--- src/rtl/voting_pkg.sv ---
// Shared types and helpers for the ballot sequencer: phase encoding,
// candidate index width and a saturating counter increment.
package voting_pkg;

  localparam int N_CAND_DEF = 4;
  localparam int CAND_W     = $clog2(N_CAND_DEF);

  typedef enum logic [2:0] {
    PH_IDLE    = 3'd0,
    PH_OPEN    = 3'd1,
    PH_ARMED   = 3'd2,
    PH_CAST    = 3'd3,
    PH_CLOSED  = 3'd4,
    PH_RESULTS = 3'd5
  } phase_t;

  // Increment v unless it already holds the all-ones value of a w-bit counter.
  function automatic logic [31:0] sat_inc(input logic [31:0] v, input int unsigned w);
    logic [31:0] max_v;
    max_v = (w >= 32) ? 32'hFFFF_FFFF : ((32'd1 << w) - 32'd1);
    return (v >= max_v) ? v : (v + 32'd1);
  endfunction

endpackage

--- src/rtl/ballot_timer.sv ---
// Loadable down-counter: load wins over count; expire is high while enabled at zero.
// Shared by the armed-ballot timeout, the cast lockout hold and the results scan.
module ballot_timer #(
  parameter int W = 10
) (
  input  logic         clock,
  input  logic         reset,
  input  logic         load,
  input  logic [W-1:0] load_val,
  input  logic         en,
  output logic         expire
);

  logic [W-1:0] cnt_q, cnt_d;

  always_comb begin
    cnt_d = cnt_q;
    if (load) begin
      cnt_d = load_val;
    end else if (en && (cnt_q != '0)) begin
      cnt_d = cnt_q - W'(1);
    end
  end

  always_ff @(posedge clock) begin
    if (reset) begin
      cnt_q <= '0;
    end else begin
      cnt_q <= cnt_d;
    end
  end

  assign expire = en && (cnt_q == '0);

endmodule

--- src/rtl/ballot_controller.sv ---
// Poll session / ballot sequencer for the voting machine: arms one ballot per officer
// pulse, grants single-button votes one cycle later, locks out during CAST, scans results.
module ballot_controller
  import voting_pkg::*;
#(
  parameter int N_CAND      = N_CAND_DEF,
  parameter int HOLD_CYCLES = 10,
  parameter int ARM_TIMEOUT = 1000,
  parameter int SCAN_CYCLES = 50,
  parameter int CNT_W       = 16
) (
  input  logic              clock,
  input  logic              reset,
  input  logic              open_poll,
  input  logic              close_poll,
  input  logic              officer_enable,
  input  logic [N_CAND-1:0] vote_req,
  output logic [N_CAND-1:0] vote_grant,
  output logic              logger_en,
  output logic [2:0]        phase,
  output logic              armed_led,
  output logic              cast_led,
  output logic [CNT_W-1:0]  ballot_cnt,
  output logic [CNT_W-1:0]  spoiled_cnt,
  output logic [CNT_W-1:0]  timeout_cnt,
  output logic [CAND_W-1:0] disp_sel,
  output logic              disp_valid
);

  localparam int TMR_MAX = (ARM_TIMEOUT > HOLD_CYCLES)
                         ? ((ARM_TIMEOUT > SCAN_CYCLES) ? ARM_TIMEOUT : SCAN_CYCLES)
                         : ((HOLD_CYCLES > SCAN_CYCLES) ? HOLD_CYCLES : SCAN_CYCLES);
  localparam int TMR_W = $clog2(TMR_MAX + 1);

  phase_t              state_q, state_d;
  logic [N_CAND-1:0]   grant_q, grant_d;
  logic [CNT_W-1:0]    ballot_q, ballot_d;
  logic [CNT_W-1:0]    spoiled_q, spoiled_d;
  logic [CNT_W-1:0]    timeout_q, timeout_d;
  logic [CAND_W-1:0]   disp_sel_q, disp_sel_d;
  logic                close_pend_q, close_pend_d;

  logic                tmr_load;
  logic [TMR_W-1:0]    tmr_val;
  logic                tmr_en;
  logic                tmr_expire;
  logic                req_one;
  logic                req_multi;

  // A request is unambiguous only when exactly one bit is set.
  assign req_one   = (vote_req != '0) && ((vote_req & (vote_req - N_CAND'(1))) == '0);
  assign req_multi = (vote_req != '0) && !req_one;

  ballot_timer #(.W(TMR_W)) u_timer (
    .clock    (clock),
    .reset    (reset),
    .load     (tmr_load),
    .load_val (tmr_val),
    .en       (tmr_en),
    .expire   (tmr_expire)
  );

  always_comb begin
    state_d      = state_q;
    grant_d      = '0;
    ballot_d     = ballot_q;
    spoiled_d    = spoiled_q;
    timeout_d    = timeout_q;
    disp_sel_d   = disp_sel_q;
    close_pend_d = close_pend_q;
    tmr_load     = 1'b0;
    tmr_val      = '0;
    tmr_en       = 1'b0;

    case (state_q)
      PH_IDLE: begin
        if (open_poll) begin
          state_d = PH_OPEN;
        end
      end

      PH_OPEN: begin
        if (close_poll) begin
          state_d = PH_CLOSED;
        end else if (officer_enable) begin
          state_d  = PH_ARMED;
          tmr_load = 1'b1;
          tmr_val  = TMR_W'(ARM_TIMEOUT - 1);
        end
      end

      PH_ARMED: begin
        tmr_en = 1'b1;
        // A vote in the same cycle as close is still processed; the close waits for CAST expiry.
        if (req_one || req_multi) begin
          state_d      = PH_CAST;
          tmr_load     = 1'b1;
          tmr_val      = TMR_W'(HOLD_CYCLES - 1);
          close_pend_d = close_poll;
          if (req_one) begin
            grant_d  = vote_req;
            ballot_d = CNT_W'(sat_inc(32'(ballot_q), CNT_W));
          end else begin
            spoiled_d = CNT_W'(sat_inc(32'(spoiled_q), CNT_W));
          end
        end else if (close_poll) begin
          state_d = PH_CLOSED;
        end else if (tmr_expire) begin
          state_d   = PH_OPEN;
          timeout_d = CNT_W'(sat_inc(32'(timeout_q), CNT_W));
        end
      end

      PH_CAST: begin
        tmr_en = 1'b1;
        if (close_poll) begin
          close_pend_d = 1'b1;
        end
        if (tmr_expire) begin
          state_d      = (close_pend_q || close_poll) ? PH_CLOSED : PH_OPEN;
          close_pend_d = 1'b0;
        end
      end

      PH_CLOSED: begin
        if (officer_enable) begin
          state_d    = PH_RESULTS;
          disp_sel_d = '0;
          tmr_load   = 1'b1;
          tmr_val    = TMR_W'(SCAN_CYCLES - 1);
        end
      end

      PH_RESULTS: begin
        tmr_en = 1'b1;
        if (tmr_expire) begin
          disp_sel_d = (disp_sel_q == CAND_W'(N_CAND - 1)) ? '0 : (disp_sel_q + CAND_W'(1));
          tmr_load   = 1'b1;
          tmr_val    = TMR_W'(SCAN_CYCLES - 1);
        end
      end

      default: begin
        state_d = PH_IDLE;
      end
    endcase
  end

  always_ff @(posedge clock) begin
    if (reset) begin
      state_q      <= PH_IDLE;
      grant_q      <= '0;
      ballot_q     <= '0;
      spoiled_q    <= '0;
      timeout_q    <= '0;
      disp_sel_q   <= '0;
      close_pend_q <= 1'b0;
    end else begin
      state_q      <= state_d;
      grant_q      <= grant_d;
      ballot_q     <= ballot_d;
      spoiled_q    <= spoiled_d;
      timeout_q    <= timeout_d;
      disp_sel_q   <= disp_sel_d;
      close_pend_q <= close_pend_d;
    end
  end

  assign vote_grant  = grant_q;
  assign phase       = state_q;
  assign logger_en   = (state_q == PH_OPEN) || (state_q == PH_ARMED) || (state_q == PH_CAST);
  assign armed_led   = (state_q == PH_ARMED);
  assign cast_led    = (state_q == PH_CAST);
  assign disp_valid  = (state_q == PH_RESULTS);
  assign disp_sel    = disp_sel_q;
  assign ballot_cnt  = ballot_q;
  assign spoiled_cnt = spoiled_q;
  assign timeout_cnt = timeout_q;

endmodule

--- config.mk ---
export PLATFORM = sky130hd
export DESIGN_NAME = ballot_controller
export DESIGN_NICKNAME = d
export VERILOG_FILES = /design/src/rtl/voting_pkg.sv /design/src/rtl/ballot_timer.sv /design/src/rtl/ballot_controller.sv
export SDC_FILE = /design/constraint.sdc
export NUM_CORES = 1
export LEC_CHECK = 0
export ABC_CLOCK_PERIOD_IN_PS = 2540
export CAP_MARGIN = 30
export CORE_UTILIZATION = 42
export CTS_CLUSTER_DIAMETER = 50
export CTS_CLUSTER_SIZE = 20
export DETAILED_ROUTE_END_ITERATION = 12
export PLACE_DENSITY = 0.71
export RECOVER_POWER = 100
export SLEW_MARGIN = 25
export SYNTH_ARGS = -nofsm -noshare
export SYNTH_HDL_FRONTEND = slang
export SYNTH_SLANG_ARGS = --single-unit
--- constraint.sdc ---
create_clock -name clock -period 2.54 [get_ports clock]
set_input_delay 0.254 -clock clock [delete_from_list [all_inputs] [get_ports clock]]
set_output_delay 0.254 -clock clock [all_outputs]
set_load 0.03 [all_outputs]
==> impl_metrics.toml, run 1 <==
[global_route]
antenna_found_initial = 0
grt_pass1_vias = 3514
grt_overflow = 0
grt_pass1_wl_mm = 16.3
grt_use_total_pct = 22.7
grt_max_degree = 41

[cts]
clkTransAtPathRegs_ps = 70
insertion_delay_ps = 340
cts.sink_count = 68
cts_buffers = 9
clockRootBuffer = "clkbuf_8"
hold_buffers = 0
cts_resized = 0
cts_setup_buffers = 0
htreeDepth = 3
clk_path_buf_depth = 2
cts_tree = "done"

[logic_synthesis]
synth_warnings = 0
synth.top_cell.area_share_pct = 37.5
postSynthCellCount = 455
synth_seq_area_share_pct = 37.5
synth_ff_type = "dfxtp_1"
synth_area_leaders = "dfxtp_1 37%, a21oi_1 7.7%, or4_1 5.2%, o31ai_1 5.0%, o21ai_0 3.2%"
synth_area_leader_cell = "dfxtp_1"
syn_area_per_cell_sq_um = 7.98
netlist_area_sq_um = 3630
synth_fp_nets = 470
ys_seq_elements = 68
synth-edff-count = 0
synthArstFlopShare_pct = 0
synth_cell_type_count = 59

[detailed_routing]
num_vias = 3843
drc = 0
wl_mm = 9.77
drt_iter0_drc = 162
drtPass1Iterations = 4
ant_nets = 0
wl_per_cell_um = 15.0
vias_per_cell = 5.91

[timing]
timing.final.hold_violations = 0
clock_skew_ps = 9.89
fmax_mhz = 406
period_share_pct = 96.9
relSlewSlack_pct = 44.2
drv_slew = 0
post-route-min-period_ps = 2460
grt_setup_unrepaired = "no"
fin_tns_setup_ps = 0
worst_pin_slew_ps = 830
setup_viol = 0

[run]
maxCapViolations = 0

[finish]
syn_to_final_growth_pct = 30.5
final_nets = 558
n_antenna_cell = 0
drive_above_1_share_pct = 9.17

[power]
p_leak_nw = 1.74
power_mw = 3.28
irDropWorstVdd_v = 0.000369
power_density_nw_per_um2 = 691

[critical_path]
startpoint = "vote_req[2]"
r2r-start = "phase[2]"
path_max_fanout = 5
criticalPathCategory = "input pin to register"
worstPathArrival_ps = 2680
reg2reg_setup_slack_ps = 150
endpoint_kind = "register"
timing.rr.end = "timeout_cnt[4]"
reg2reg_depth = 6
required_ps = 2760
start_kind = "input pin"

[place]
port_buffers = 69
hpwl_mm = 6.97
routabilityCongestion = 0.837

[floorplan]
row_count = 33
initial_core_util_pct = 43.8
coreArea_sq_um = 8300
die_area_sq_um = 9020
boundaryPins = 70
chipHeight_um = 95.0
die_w_um = 95.0

[status]
outcome = "finished, final reports clean"

[worst_hold_path]
holdCritPathClass = "input pin to register"
hp-start = "reset"
hold_end = "timeout_cnt[8]"
holdPathStages = 2
power by group:
part	internal (mW)	switching, mW	leakage, nW	total, mW
logic	0.473	0.759	1.11	1.23
registers	1.16	0.0992	0.551	1.26
clock network	0.390	0.392	0.0831	0.782
total	2.03	1.25	1.74	3.28
registers in the layout, indices dropped and copies added (netlist names):
| register | count |
|---|---|
| ballot_cnt | 16 |
| spoiled_cnt | 16 |
| timeout_cnt | 16 |
| u_timer.cnt_q | 10 |
| vote_grant | 4 |
| phase | 3 |
| disp_sel | 2 |
| close_pend_q | 1 |
cells by family (layout without fill, tap and decap cells):
| kind of cell | Yosys count | count (layout) | synth area share [%] |
|---|---|---|---|
| simple gates | 195 | 195 | 30.5 |
| compound gates | 137 | 137 | 23.7 |
| flops | 68 | 68 | 37.5 |
| buf+inv | 42 | 132 | 4.37 |
| fa+ha+maj | 6 | 6 | 2.07 |
| mux | 4 | 4 | 1.17 |
| xor+xnor | 3 | 3 | 0.724 |
cell type report:
cell class	instances	area (sq um)
Inverter	19	71.3
Tap cell	105	131
Multi-Input combinational cell	345	2130
Clock inverter	2	12.5
Sequential cell	68	1360
Timing Repair Buffer	100	881
Fill cell	795	3560
Clock buffer	11	151
placed cells by master (no fill, tap or decap), drive strengths merged, types with 3 or more instances in the layout:
cell           instances
a21oi                 56
a311oi                 3
and3                   7
buf                   22
clkbuf                21
clkdlybuf4s50          6
dfxtp                 68
dlygate4sd3           62
ha                     6
inv                   19
nand2                 26
nand2b                 5
nand3                 22
nand4                 15
nor2                  30
nor2b                  6
nor3                  17
nor4                   5
o211ai                 4
o21ai                 23
o31ai                 24
o41ai                  4
or2                    3
or3                   19
or4                   26
stage by stage:
stage | cells | area (sq um) | utilization, % | hold slack, ps | setup WS, ps
after CTS | 650 | 4770 | 57.5 | 373 | 52.2
after global routing | 650 | 4740 | 57.1 | 391 | 28.0
after detailed placement | 637 | 4600 | 55.5 | 469 | -312
after global placement | 637 | 4600 | 55.5 | 460 | -278
after floorplan | 455 | 3640 | - | 376 | 39.2
final | 650 | 4740 | 57.1 | 381 | 78.8
worst max-delay path, cell delays in order:
cell,delay (ps)
dlygate4sd3_1,560
or4_4,450
or3_4,340
or3_1,430
clkbuf_1,190
o311ai_0,320
o41ai_1,140
synthesized netlist by cell type, types with 15 or more instances:
master	count
a21oi_1	56
inv_1	19
clkbuf_1	22
nand4_1	15
dfxtp_1	68
nor2_1	30
nand3_1	22
or4_1	25
o21ai_0	23
or3_1	17
o31ai_1	24
nand2_1	26
nor3_1	17
how the worst max path moves through the flow:
stage / endpoint / slack, ps / depth (start not counted)
finish: timeout_cnt[4] / 80 / 7
global route: ballot_cnt[9] / 30 / 8
CTS: timeout_cnt[10] / 50 / 6
detailed placement: timeout_cnt[10] / -310 / 6
global placement: timeout_cnt[10] / -280 / 6
floorplan: timeout_cnt[10] / 40 / 6
per-layer routing:
layer / up-vias / track usage (%) / routed length (um)
met1: 1838 / 28.9 / 4550
met2: 75 / 38.7 / 4710
met3: 9 / 5.15 / 430
met4: 0 / 5.18 / 82
met5: - / 0 / 0
li1: 1921 / - / -
Note: power is estimated with default switching activity, not from simulation.
==> inputs of run 2 (changes only) <==
Settings changed: GPL_ROUTABILITY_DRIVEN set to 0.
==> results of run 2 <==
Final layout, timing and power as in run 1 (identical DEF).
==> inputs of run 3 (changes only) <==
Settings changed: CAP_MARGIN 30 to 20, CORE_MARGIN set to 2.
==> run 3 against run 2 <==
Effect of this change:
- register-to-register slack better by 50 ps
- power is 3.9% higher
- die area is 4.3% higher
- worst hold slack worse by 12 ps
- non-clock buffer count is 5 higher
==> impl_metrics.toml, run 3 (synthesis gave the netlist of run 1 again) <==
[status]
outcome = "finished, final reports clean"

[detailed_routing]
drtPass1Iterations = 4
vias_per_cell = 5.95
ant_nets = 0
top_layer = "met4"
wl_mm = 9.97
drc = 0
drt_iter0_drc = 192
dr_wl_met2_mm = 4.66
met1_length_mm = 4.83
num_vias = 3908
wl_met3_um = 338
wl_per_cell_um = 15.2

[finish]
n_antenna_cell = 0
post-route-util_pct = 57.7
final_cells = 657
regArea_sq_um = 1360
fill_cells = 799
final_nets = 563
layout_commonest_cell = "dfxtp_1"
drive_above_1_share_pct = 9.96
syn_to_final_growth_pct = 31.8
multi_input_area_sq_um = 2130
final_cell_mix = "67 x dfxtp_1, 61 x dlygate4sd3_1, 56 x a21oi_1"

[critical_path]
worstPathArrival_ps = 2700
required_ps = 2770
criticalPathCategory = "input pin to register"
cp_slowest_cell = "or4_4"
startpoint = "vote_req[1]"
crit_family = "simple AND/OR/NAND/NOR gates"
start_kind = "input pin"
cpPeakStageDelay_ps = 570
path_cells = "clkdlybuf4s50_1 -> or4_4 -> or3_4 -> or3_1 -> nor4b_2 -> mux2_1"
r2r-start = "phase[2]"
reg2reg_setup_slack_ps = 200
path_max_fanout = 6
path_buf_inv = 1
endpoint_kind = "register"

[place]
place_ws_ps = -333
hpwl_mm = 7.13
port_buffers = 69
placedCellCount = 642

[floorplan]
die_area_sq_um = 9410
boundaryPins = 70
chipHeight_um = 97.0
initial_core_util_pct = 43.8
die_w_um = 97.0
coreArea_sq_um = 8300
row_count = 33

[power]
seqPwrFrac_pct = 36.9
power_frac_comb_pct = 37.8
p_sw_share_pct = 38.1
irDropWorstVdd_v = 0.000358
p_switching_mw = 1.30
clkPwrFrac_pct = 25.4
p_leak_nw = 1.77
power.internal_mw = 2.11
power_density_nw_per_um2 = 712

[global_route]
grt_overflow = 0
grt_use_total_pct = 21.1
grt_max_degree = 29
grt_pass1_vias = 3691
antenna_found_initial = 0
grt_pass1_wl_mm = 17.0

[cts]
clockRootBuffer = "clkbuf_8"
insertion_delay_ps = 340
cts_buffers = 9
clk_path_buf_depth = 2
htreeDepth = 3
cts_tree = "done"
cts_setup_buffers = 0
cts.sink_count = 68
clkTransAtPathRegs_ps = 70

[worst_hold_path]
holdCritPathClass = "input pin to register"
hp-start = "reset"

[run]
maxCapViolations = 0

[timing]
post-route-min-period_ps = 2470
setup_viol = 0
worst_pin_slew_ps = 749
fmax_mhz = 404
grt_setup_unrepaired = "no"
drv_slew = 0
holdWs_ps = 369
timing.final.hold_violations = 0
relSlewSlack_pct = 50.0
fin_tns_setup_ps = 0
period_share_pct = 97.4
clock_skew_ps = 10.2
setup_slack_ps = 66.1
run 3: cell types whose count changed in the layout (fill, tap and decap cells not counted), sizes merged:
cell	delta
clkbuf	+3
clkinv	+3
buf	+1
bufinv	+1
clkdlybuf4s50	+1
clkinvlp	-1
dlygate4sd3	-1
run 3: final cells by class:
| cell class | count | area share, % |
|---|---|---|
| Multi-Input combinational cell | 345 | 44.6 |
| Sequential cell | 68 | 28.5 |
| Timing Repair Buffer | 105 | 19.0 |
| Tap cell | 105 | 2.74 |
| Clock buffer | 10 | 2.67 |
| Inverter | 19 | 1.49 |
| Clock inverter | 5 | 1.12 |
run 3: timing repair:
item | in CTS | in global routing
endpoints found under the hold margin | 0 | 0
gates resized for setup | 0 | 2
endpoints found under the setup margin | 0 | 7
hold buffers | 0 | 0
run 3: power by group through the flow:
stage / Clock [mW] / Sequential (mW) / Combinational, mW
detailed placement: 0 / 1.28 / 1.30
global placement: 0 / 1.27 / 1.28
finish: 0.865 / 1.26 / 1.29
CTS: 0.880 / 1.25 / 1.31
floorplan: 0 / 1.32 / 0.813
global route: 0.926 / 1.27 / 1.42
run 3: stage by stage:
step | instance area, sq um | total power, mW
6_report | 4790 | 3.41
5_1_grt | 4790 | 3.62
4_1_cts | 4820 | 3.44
3_5_place_dp | 4640 | 2.58
3_3_place_gp | 4640 | 2.55
2_1_floorplan | 3640 | 2.13
run 3: worst paths after layout:
kind	endpoint	depth (start not counted)
setup reg to reg	timeout_cnt[10]	5
hold / removal	timeout_cnt[0]	2
setup / recovery	timeout_cnt[10]	6
hold reg to reg	disp_sel[1]	2
run 3: per-layer routing:
layer  track usage [%]  vias to the layer above
met5                 0                        -
met4              7.48                        0
met1              28.7                     1891
met2              34.2                       88
li1                  -                     1920
met3              3.18                        9
